$ cat src/rtl/elastic_pipe.sv
// Elastic pipeline: DEPTH register stages with per-stage valid bits, valid/ready at both ends.
// Latency: DEPTH cycles from input handshake to out_valid when the consumer is not stalling.
// Backpressure: a stage advances when it is empty or the stage ahead advances (bubbles squeeze out);
//               out_ready -> in_ready is the only combinational path through the pipe.
//
// Ports:
//   clk, rst              clock and synchronous active-high reset
//   in_valid/in_ready     producer handshake, in_data payload
//   flush                 kills every in-flight word at the next edge; blocks both handshakes this cycle
//   out_valid/out_ready   consumer handshake, out_data payload of the last stage
//   occupancy             registered count of valid stages (0..DEPTH)

module elastic_pipe #(
  parameter int WIDTH = 8,
  parameter int DEPTH = 4,
  parameter int CNT_W = 3
) (
  input  logic             clk,
  input  logic             rst,
  input  logic             in_valid,
  output logic             in_ready,
  input  logic [WIDTH-1:0] in_data,
  input  logic             flush,
  output logic             out_valid,
  input  logic             out_ready,
  output logic [WIDTH-1:0] out_data,
  output logic [CNT_W-1:0] occupancy
);

  logic [DEPTH-1:0] valid;
  logic [WIDTH-1:0] data [DEPTH];
  logic [DEPTH-1:0] ready;
  logic             in_hs;
  logic             out_hs;

  // Unrolled form of ready[k] = !valid[k] | ready[k+1]: a stage may load when the
  // consumer is taking a word or there is a bubble at or downstream of it. Written
  // as a running OR so the vector never feeds back on itself.
  always_comb begin
    logic bubble;
    bubble = 1'b0;
    ready  = '0;
    for (int k = DEPTH - 1; k >= 0; k--) begin
      bubble   = bubble | !valid[k];
      ready[k] = out_ready | bubble;
    end
  end

  assign in_ready  = ready[0] & !flush;
  // A flush cycle must not deliver: the word in the last stage dies at this edge.
  assign out_valid = valid[DEPTH-1] & !flush;
  assign out_data  = data[DEPTH-1];

  assign in_hs  = in_valid & in_ready;
  assign out_hs = out_valid & out_ready;

  always_ff @(posedge clk) begin
    if (rst) begin
      valid     <= '0;
      occupancy <= '0;
      for (int k = 0; k < DEPTH; k++) begin
        data[k] <= '0;
      end
    end else if (flush) begin
      // Payload registers are left as they are; only the valid bits matter.
      valid     <= '0;
      occupancy <= '0;
    end else begin
      if (ready[0]) begin
        valid[0] <= in_valid;
        data[0]  <= in_data;
      end
      for (int k = 1; k < DEPTH; k++) begin
        if (ready[k]) begin
          valid[k] <= valid[k-1];
          data[k]  <= data[k-1];
        end
      end
      occupancy <= occupancy + CNT_W'(in_hs) - CNT_W'(out_hs);
    end
  end

endmodule

$ cat config.mk
export PLATFORM = sky130hd
export DESIGN_NAME = elastic_pipe
export DESIGN_NICKNAME = d
export VERILOG_FILES = /design/src/rtl/elastic_pipe.sv
export SDC_FILE = /design/constraint.sdc
export NUM_CORES = 1
export LEC_CHECK = 0
export CAP_MARGIN = 30
export CORE_AREA = 5 5 95 75
export CTS_BUF_LIST = sky130_fd_sc_hd__clkbuf_16
export DETAILED_ROUTE_END_ITERATION = 7
export DIE_AREA = 0 0 100 80
export PLACE_DENSITY = 0.47
export SLEW_MARGIN = 20
export SYNTH_ARGS = -nofsm -noshare
export SYNTH_HDL_FRONTEND = slang
export SYNTH_SLANG_ARGS = --single-unit
$ cat constraint.sdc
create_clock -name clk -period 5.9 [get_ports clk]
set_input_delay 1.475 -clock clk [delete_from_list [all_inputs] [get_ports clk]]
set_output_delay 1.475 -clock clk [all_outputs]
set_load 0.05 [all_outputs]
==> impl_metrics.json, run 1 <==
{
  "dp_hpwl_microns": 1790,
  "fill_cells": 617,
  "cp-start-kind": "primary input",
  "dr.pass1.iters": 4,
  "finalSetupViolCount": 0,
  "rsz0062_at_grt": "false",
  "synth_area_sq_um": 1770,
  "die_h_microns": 80,
  "ys.flop_type": "edfxtp_1",
  "synth.distinct_cells": 26,
  "yosys-top-cells-area": "edfxtp_1 54%, dfxtp_1 7.9%, nor3b_1 7.6%, nor3b_2 4.2%, a211oi_1 3.4%",
  "clk_latency_ps": 280,
  "synth.most_common_cell": "edfxtp_1",
  "ys_seq_elements": 39,
  "cts_sinks": 39,
  "grt_antenna_before_repair": 0,
  "cts_root_buf": "clkbuf_16",
  "worstPathCellList": "clkdlybuf4s50_1 > and4b_1 > a21oi_1 > clkdlybuf4s50_1",
  "post-route-drc-count": 0,
  "cpPeakStageDelay_ps": 730,
  "clockBufferDepth": 2,
  "p_sw_mw": 0.127,
  "core-area_sq_um": 6100,
  "min_path_cells": 1,
  "slew_headroom": 0.423,
  "use_met1": 0.0941,
  "overflow": 0,
  "ctsHoldBuffers": 0,
  "postRouteAntennaNets": 0,
  "placementRows": 25,
  "yosys_warnings": 0,
  "grtUsageTotal": 0.0764,
  "fin_cells": 227,
  "hp-class": "reg2reg",
  "cts_resized": 0,
  "gp_congestion": 0.710,
  "postSynthNetCount": 144,
  "period_minus_slack_ps": 4980,
  "postCtsSetupRepairBufs": 0,
  "synth_top_area_cell": "edfxtp_1",
  "netlist_instances": 128,
  "die_area_sq_um": 8000,
  "max_clock_freq_mhz": 201,
  "worstRegToRegCells": 9,
  "portBuffers": 25,
  "hold_ws_ps": 510,
  "io_pins": 26,
  "async_reset_ff_frac": 0,
  "grt_pass1_vias": 990,
  "met2_usage": 0.109,
  "cp_max_fo": 19,
  "p_sw_frac": 0.206,
  "path_common_cell": "clkdlybuf4s50_1",
  "combPwrFrac": 0.088,
  "fin_skew_ps": 3.78,
  "post-place-cells": 219,
  "grt_use_met3": 0.0463,
  "vias": 940,
  "final_nets": 162,
  "max-cap-violations": 0,
  "status": "finished, final reports clean",
  "fin_setup_tns_ps": 0,
  "intPower_mw": 0.490,
  "synth.avg_cell_area_sq_um": 13.8,
  "grt_busiest_layer": "met2",
  "diodes": 0,
  "cts_buffers": 5,
  "finalMaxSlewViolations": 0,
  "path_clk_slew_ps": 50,
  "power_frac_clock": 0.395,
  "drive_gt1_frac": 0.130,
  "regArea_sq_um": 1100,
  "critPathKind": "in2out",
  "crit_required_ps": 4430,
  "multi_input_area_sq_um": 489,
  "critPathSlowestCell": "clkdlybuf4s50_1",
  "synth_common_cells": "32 x edfxtp_1, 18 x nor3b_1, 13 x inv_1",
  "htree_levels": 2,
  "synth-edff-count": 32,
  "crit_arrival_ps": 3500,
  "pwr-share-seq": 0.517,
  "area_delta_synth_final_pct": 21.0,
  "cts_tree": "built",
  "cp-end-kind": "primary output",
  "drt_iter0_markers": 37,
  "grt_pass1_wl_microns": 4640,
  "fp.dieW_microns": 100,
  "ys_seq_area_frac": 0.623,
  "vdd_drop_max_uv": 96.8,
  "grt_max_degree": 40,
  "drt_wl_total_microns": 2570,
  "worst_pin_slew_ps": 864,
  "start_util": 0.290,
  "hold_viol_final": 0,
  "leakage_nw": 0.766,
  "routedWlPerCell_microns": 11.3,
  "p_per_area_nw_per_um2": 288,
  "min_period_over_period": 0.844,
  "synth_top_area_share": 0.544,
  "vias_per_cell": 4.14
}
## power groups by stage
stage | Sequential, mW | Combinational [mW] | Clock (mW)
2_1_floorplan | 0.324 | 0.0392 | 0
3_3_place_gp | 0.325 | 0.0531 | 0
3_5_place_dp | 0.324 | 0.0545 | 0
4_1_cts | 0.319 | 0.0548 | 0.250
5_1_grt | 0.320 | 0.0585 | 0.264
6_report | 0.319 | 0.0542 | 0.244
## placed cells by master (no fill, tap or decap), types with 3 or more instances in the layout
| cell | instances |
|---|---|
| nor3b_1 | 18 |
| o21ai_0 | 4 |
| nor2_1 | 3 |
| nor2b_1 | 4 |
| clkbuf_16 | 5 |
| a211oi_1 | 8 |
| dfxtp_1 | 7 |
| nor3b_2 | 6 |
| buf_2 | 3 |
| edfxtp_1 | 32 |
| clkdlybuf4s50_1 | 25 |
| inv_1 | 13 |
## critical path, delay by kind of cell
family	cells	cell delay, ps
buf+inv	2	1190
simple gates	1	680
compound gates	1	160
## area by class of cell
class / instances / share of cell area
Sequential cell: 39 / 0.515
Multi-Input combinational cell: 59 / 0.229
Timing Repair Buffer: 28 / 0.124
Clock buffer: 5 / 0.0585
Tap cell: 81 / 0.0474
Inverter: 13 / 0.0228
Clock inverter: 2 / 0.00409
## kinds of logic after synthesis
family                   share of synthesized area
flip-flops                                   0.623
AND/OR/NAND/NOR                              0.168
buffers and inverters                        0.100
AO/OA/AOI/OAI                               0.0701
adder cells (fa/ha/maj)                     0.0255
XOR/XNOR                                    0.0127
## worst paths after layout
kind | slack, ps | start | to
setup / recovery | 920 | out_ready | in_ready
hold / removal | 510 | valid[1] | valid[2]
setup reg to reg | 3700 | valid[0] | occupancy[2]
hold reg to reg | 510 | valid[1] | valid[2]
## through the flow
step	util	area (sq um)	setup WS (ps)	power, mW
after floorplan	-	1770	1730	0.363
after global placement	0.326	1990	963	0.378
after detailed placement	0.328	2000	907	0.379
after CTS	0.350	2130	890	0.624
after global routing	0.351	2140	746	0.643
final	0.351	2140	922	0.617
## registers in the layout, indices dropped and copies added, names as in the netlist
register   count
occupancy      3
data          32
valid          4
## metal layers
metal  vias to the layer above  wire (microns)  share of wire
met5                         -               0              0
met4                         0              40          0.016
met3                         7             189          0.074
met2                        24            1120           0.43
met1                       423            1220           0.48
li1                        486               -              -
No activity file was read; power rests on OpenSTA's default activity.
==> run 2: changes to the inputs <==
--- a/config.mk
+++ b/config.mk
@@ -10,7 +10,7 @@
 export CTS_BUF_LIST = sky130_fd_sc_hd__clkbuf_16
 export DETAILED_ROUTE_END_ITERATION = 7
 export DIE_AREA = 0 0 100 80
-export PLACE_DENSITY = 0.47
+export PLACE_DENSITY = 0.49
 export SLEW_MARGIN = 20
 export SYNTH_ARGS = -nofsm -noshare
 export SYNTH_HDL_FRONTEND = slang
==> constraint.sdc (replaced) <==
create_clock -name clk -period 4.4 [get_ports clk]
set_input_delay 1.1 -clock clk [delete_from_list [all_inputs] [get_ports clk]]
set_output_delay 1.1 -clock clk [all_outputs]
set_load 0.05 [all_outputs]
==> impl_metrics.json, run 2 (synthesized netlist as in run 1, its figures left out) <==
{
  "fin_util": 0.361,
  "top_regs": "data: 32 flops, valid: 4 flops, occupancy: 3 flops",
  "drt_iter0_markers": 34,
  "area_delta_synth_final_pct": 24.7,
  "clk_latency_ps": 270,
  "placementRows": 25,
  "largest_reg_flops": 32,
  "cts_tree": "built",
  "path_common_cell": "clkdlybuf4s50_1",
  "final_nets": 163,
  "cp-end-kind": "primary output",
  "r2r-end": "occupancy[2]",
  "path_buf_inv": 2,
  "min_period_over_period": 0.866,
  "regArea_sq_um": 1100,
  "vdd_drop_max_uv": 156,
  "setup_ws_ps": 589,
  "fin_setup_tns_ps": 0,
  "postCtsSetupRepairBufs": 0,
  "crit_required_ps": 3300,
  "p_sw_frac": 0.184,
  "overflow": 0,
  "ctsHoldBuffers": 0,
  "critPathKind": "in2out",
  "period_minus_slack_ps": 3810,
  "routedWlPerCell_microns": 11.6,
  "cp_max_fo": 9,
  "final_cell_mix": "32 x edfxtp_1, 24 x clkdlybuf4s50_1, 18 x nor3b_1, 14 x inv_1, 8 x a211oi_1",
  "grtUsageTotal": 0.0750,
  "portBuffers": 25,
  "combPwrFrac": 0.077,
  "cts_root_buf": "clkbuf_16",
  "hold_viol_final": 0,
  "finalMaxSlewViolations": 0,
  "diodes": 0,
  "hp-class": "reg2reg",
  "fp.dieW_microns": 100,
  "slew_headroom": 0.502,
  "htree_levels": 2,
  "cts_sinks": 39,
  "status": "finished, final reports clean",
  "leakage_nw": 0.804,
  "fill_cells": 617,
  "crit_arrival_ps": 2710,
  "io_pins": 26,
  "max_clock_freq_mhz": 262,
  "p_per_area_nw_per_um2": 431,
  "dr.pass1.iters": 4,
  "path_clk_slew_ps": 50,
  "critPathSlowestCell": "clkdlybuf4s50_1",
  "cp_top_family": "buffers and inverters",
  "start_util": 0.290,
  "dp_hpwl_microns": 1840,
  "vias_per_cell": 4.08,
  "total_power_mw": 0.950,
  "max-cap-violations": 0,
  "cts_buffers": 5,
  "final_common_cell": "edfxtp_1",
  "die_area_sq_um": 8000,
  "largest-register": "data",
  "dp_worst_setup_slack_ps": 580,
  "rrSetupSlack_ps": 2250,
  "vias": 934,
  "worst_pin_slew_ps": 744,
  "gp_congestion": 0.706,
  "grt_max_degree": 40,
  "worstReg2RegStart": "valid[0]",
  "core-area_sq_um": 6100,
  "grt_pass1_wl_microns": 4580,
  "min_path_cells": 1,
  "cts_resized": 0,
  "finalSetupViolCount": 0,
  "grt_antenna_before_repair": 0,
  "drt_wl_total_microns": 2650,
  "power_frac_clock": 0.473,
  "worstPathCellList": "clkdlybuf4s50_1 > nor2b_1 > clkdlybuf4s50_1",
  "grt_pass1_vias": 972,
  "intPower_mw": 0.776,
  "rsz0062_at_grt": "false",
  "min_from": "valid[1]",
  "drive_gt1_frac": 0.149,
  "die_h_microns": 80,
  "postRouteAntennaNets": 0,
  "cp-start-kind": "primary input",
  "clockBufferDepth": 2,
  "min_to": "valid[2]",
  "cpPeakStageDelay_ps": 830,
  "worstRegToRegCells": 9,
  "multi_input_area_sq_um": 489,
  "p_sw_mw": 0.174,
  "post-route-drc-count": 0,
  "pwr-share-seq": 0.450,
  "fin_skew_ps": 0.852
}
[run 2: changes by cell type in the layout (fill, tap and decap cells not counted)]
cell	delta
buf_2	-2
bufinv_16	+2
clkdlybuf4s50_1	-1
clkinv_2	-1
clkinv_1	-1
buf_4	+4
inv_1	+1
[run 2: cell type report]
class                      count  share of cell area
tap                           81              0.0460
inverter                      13              0.0221
clock inverter                 3              0.0289
timing repair buffer          29               0.125
sequential                    39               0.499
clock buffer                   5              0.0568
multi-input combinational     59               0.222
[run 2: metrics by stage]
stage	instances	hold WS [ps]	instance area, sq um
finish	229	527	2200
global route	229	531	2200
floorplan	128	459	1770
CTS	229	517	2200
detailed placement	221	502	2020
global placement	220	490	2010
[run 2: how the worst max path moves through the flow]
stage,from,end,cells past startpoint
after floorplan,out_ready,in_ready,4
after global placement,flush,out_valid,3
after detailed placement,flush,out_valid,3
after CTS,flush,out_valid,3
final,flush,out_valid,3
after global routing,flush,out_valid,3
[run 2: power groups by stage]
stage | registers [mW] | clock network [mW] | logic, mW
final | 0.427 | 0.450 | 0.0731
after global placement | 0.435 | 0 | 0.0722
after floorplan | 0.434 | 0 | 0.0526
after CTS | 0.427 | 0.461 | 0.0740
after global routing | 0.429 | 0.480 | 0.0786
after detailed placement | 0.435 | 0 | 0.0737
[run 2: metal layers]
layer	wire [microns]	up-vias	global-route usage	share of wire
met2	1090	32	0.105	0.41
met5	0	-	0	0
li1	-	488	-	-
met3	197	2	0.0410	0.074
met1	1350	412	0.0961	0.51
met4	19	0	0.0283	0.0072
==> run 3: changes to the inputs <==
--- a/config.mk
+++ b/config.mk
@@ -6,11 +6,11 @@
 export NUM_CORES = 1
 export LEC_CHECK = 0
 export CAP_MARGIN = 30
-export CORE_AREA = 5 5 95 75
+export CORE_AREA = 5 5 83 66
 export CTS_BUF_LIST = sky130_fd_sc_hd__clkbuf_16
 export DETAILED_ROUTE_END_ITERATION = 7
-export DIE_AREA = 0 0 100 80
-export PLACE_DENSITY = 0.49
+export DIE_AREA = 0 0 88 71
+export PLACE_DENSITY = 0.62
 export SLEW_MARGIN = 20
 export SYNTH_ARGS = -nofsm -noshare
 export SYNTH_HDL_FRONTEND = slang
==> impl_metrics.json, run 3 (synthesized netlist as in run 1, its figures left out) <==
{
  "status": "finished, final reports clean",
  "ctsHoldBuffers": 0,
  "dp_hpwl_microns": 1720,
  "area_delta_synth_final_pct": 21.8,
  "post-route-drc-count": 0,
  "clockBufferDepth": 2,
  "hold_ws_ps": 517,
  "grt_pass1_wl_microns": 4570,
  "rsz0062_at_grt": "false",
  "cp-start-kind": "primary input",
  "cts_buffers": 5,
  "leakage_nw": 0.790,
  "die_h_microns": 71,
  "gp_congestion": 0.719,
  "dr.pass1.iters": 4,
  "fin_setup_tns_ps": 0,
  "crit_arrival_ps": 2660,
  "path_clk_slew_ps": 60,
  "critPathKind": "in2out",
  "grt_pass1_vias": 963,
  "fin_skew_ps": 3.37,
  "grtUsageTotal": 0.0984,
  "die_area_sq_um": 6250,
  "postRouteAntennaNets": 0,
  "fin_util": 0.463,
  "final_nets": 163,
  "hp-class": "reg2reg",
  "io_pins": 26,
  "final_common_cell": "edfxtp_1",
  "vias": 983,
  "cts_resized": 0,
  "min_period_over_period": 0.855,
  "finalSetupViolCount": 0,
  "clk_latency_ps": 280,
  "portBuffers": 25,
  "largest-register": "data",
  "fill_cells": 422,
  "top_regs": "data: 32 flops, valid: 4 flops, occupancy: 3 flops",
  "drt_wl_total_microns": 2540,
  "overflow": 0,
  "crit_required_ps": 3300,
  "p_per_area_nw_per_um2": 416,
  "drive_gt1_frac": 0.149,
  "final_cell_mix": "32 x edfxtp_1, 24 x clkdlybuf4s50_1, 18 x nor3b_1, 13 x inv_1, 8 x a211oi_1",
  "cts_root_buf": "clkbuf_16",
  "fp.dieW_microns": 88,
  "grt_max_degree": 40,
  "start_util": 0.380,
  "period_minus_slack_ps": 3760,
  "worst_pin_slew_ps": 770,
  "cp-end-kind": "primary output",
  "htree_levels": 2,
  "diodes": 0,
  "max-cap-violations": 0,
  "hold_viol_final": 0,
  "vdd_drop_max_uv": 210,
  "postCtsSetupRepairBufs": 0,
  "drt_iter0_markers": 20,
  "placementRows": 22,
  "grt_antenna_before_repair": 0,
  "largest_reg_flops": 32,
  "routedWlPerCell_microns": 12.2,
  "slew_headroom": 0.484,
  "cts_tree": "built",
  "cts_sinks": 39,
  "max_clock_freq_mhz": 266,
  "core-area_sq_um": 4650,
  "finalMaxSlewViolations": 0,
  "cp_max_fo": 9,
  "vias_per_cell": 4.73
}
[run 3: cell count changes in the layout (fill, tap and decap cells not counted)]
cell	before	now
clkinv_1	0	1
bufinv_16	2	1
clkinv_2	0	1
inv_1	14	13
[run 3: path summary, 6_finish.rpt]
kind	startpoint	end	slack, ps	cells past startpoint
setup / recovery	flush	out_valid	640	3
hold / removal	valid[1]	valid[2]	520	1
hold reg to reg	valid[1]	valid[2]	520	1
setup reg to reg	valid[0]	occupancy[2]	2200	9
[run 3: stage by stage]
stage	cells	total power, mW	area, sq um	setup WS, ps
after detailed placement	200	0.508	1990	619
after global routing	208	0.936	2150	540
after floorplan	128	0.487	1770	976
after CTS	208	0.905	2150	619
after global placement	199	0.506	1980	652
final	208	0.896	2150	636
[run 3: metal layers]
metal	track usage	wire, microns	vias up
li1	-	-	486
met1	0.122	1110	464
met2	0.139	1170	25
met3	0.0326	166	8
met4	0.0767	93	0
met5	0	0	-
[run 3: layout make-up]
cell class	count	area (sq um)	share of cell area
clock inverters	3	38.8	0.0180
flip-flops and latches	39	1100	0.511
repair buffers	29	275	0.128
well taps	60	75.1	0.0349
clock buffers	5	125	0.0581
inverters	13	48.8	0.0227
multi-input cells	59	489	0.227
[run 3: critical path, cell delays in order]
cell and delay [ps]:
clkdlybuf4s50_1 550, nor2b_1 190, clkdlybuf4s50_1 820
[run 3: power by group]
| group | switching, mW | total, mW | internal [mW] |
|---|---|---|---|
| Clock | 0.131 | 0.395 | 0.264 |
| Sequential | 0.00576 | 0.428 | 0.422 |
| Combinational | 0.0413 | 0.0729 | 0.0315 |
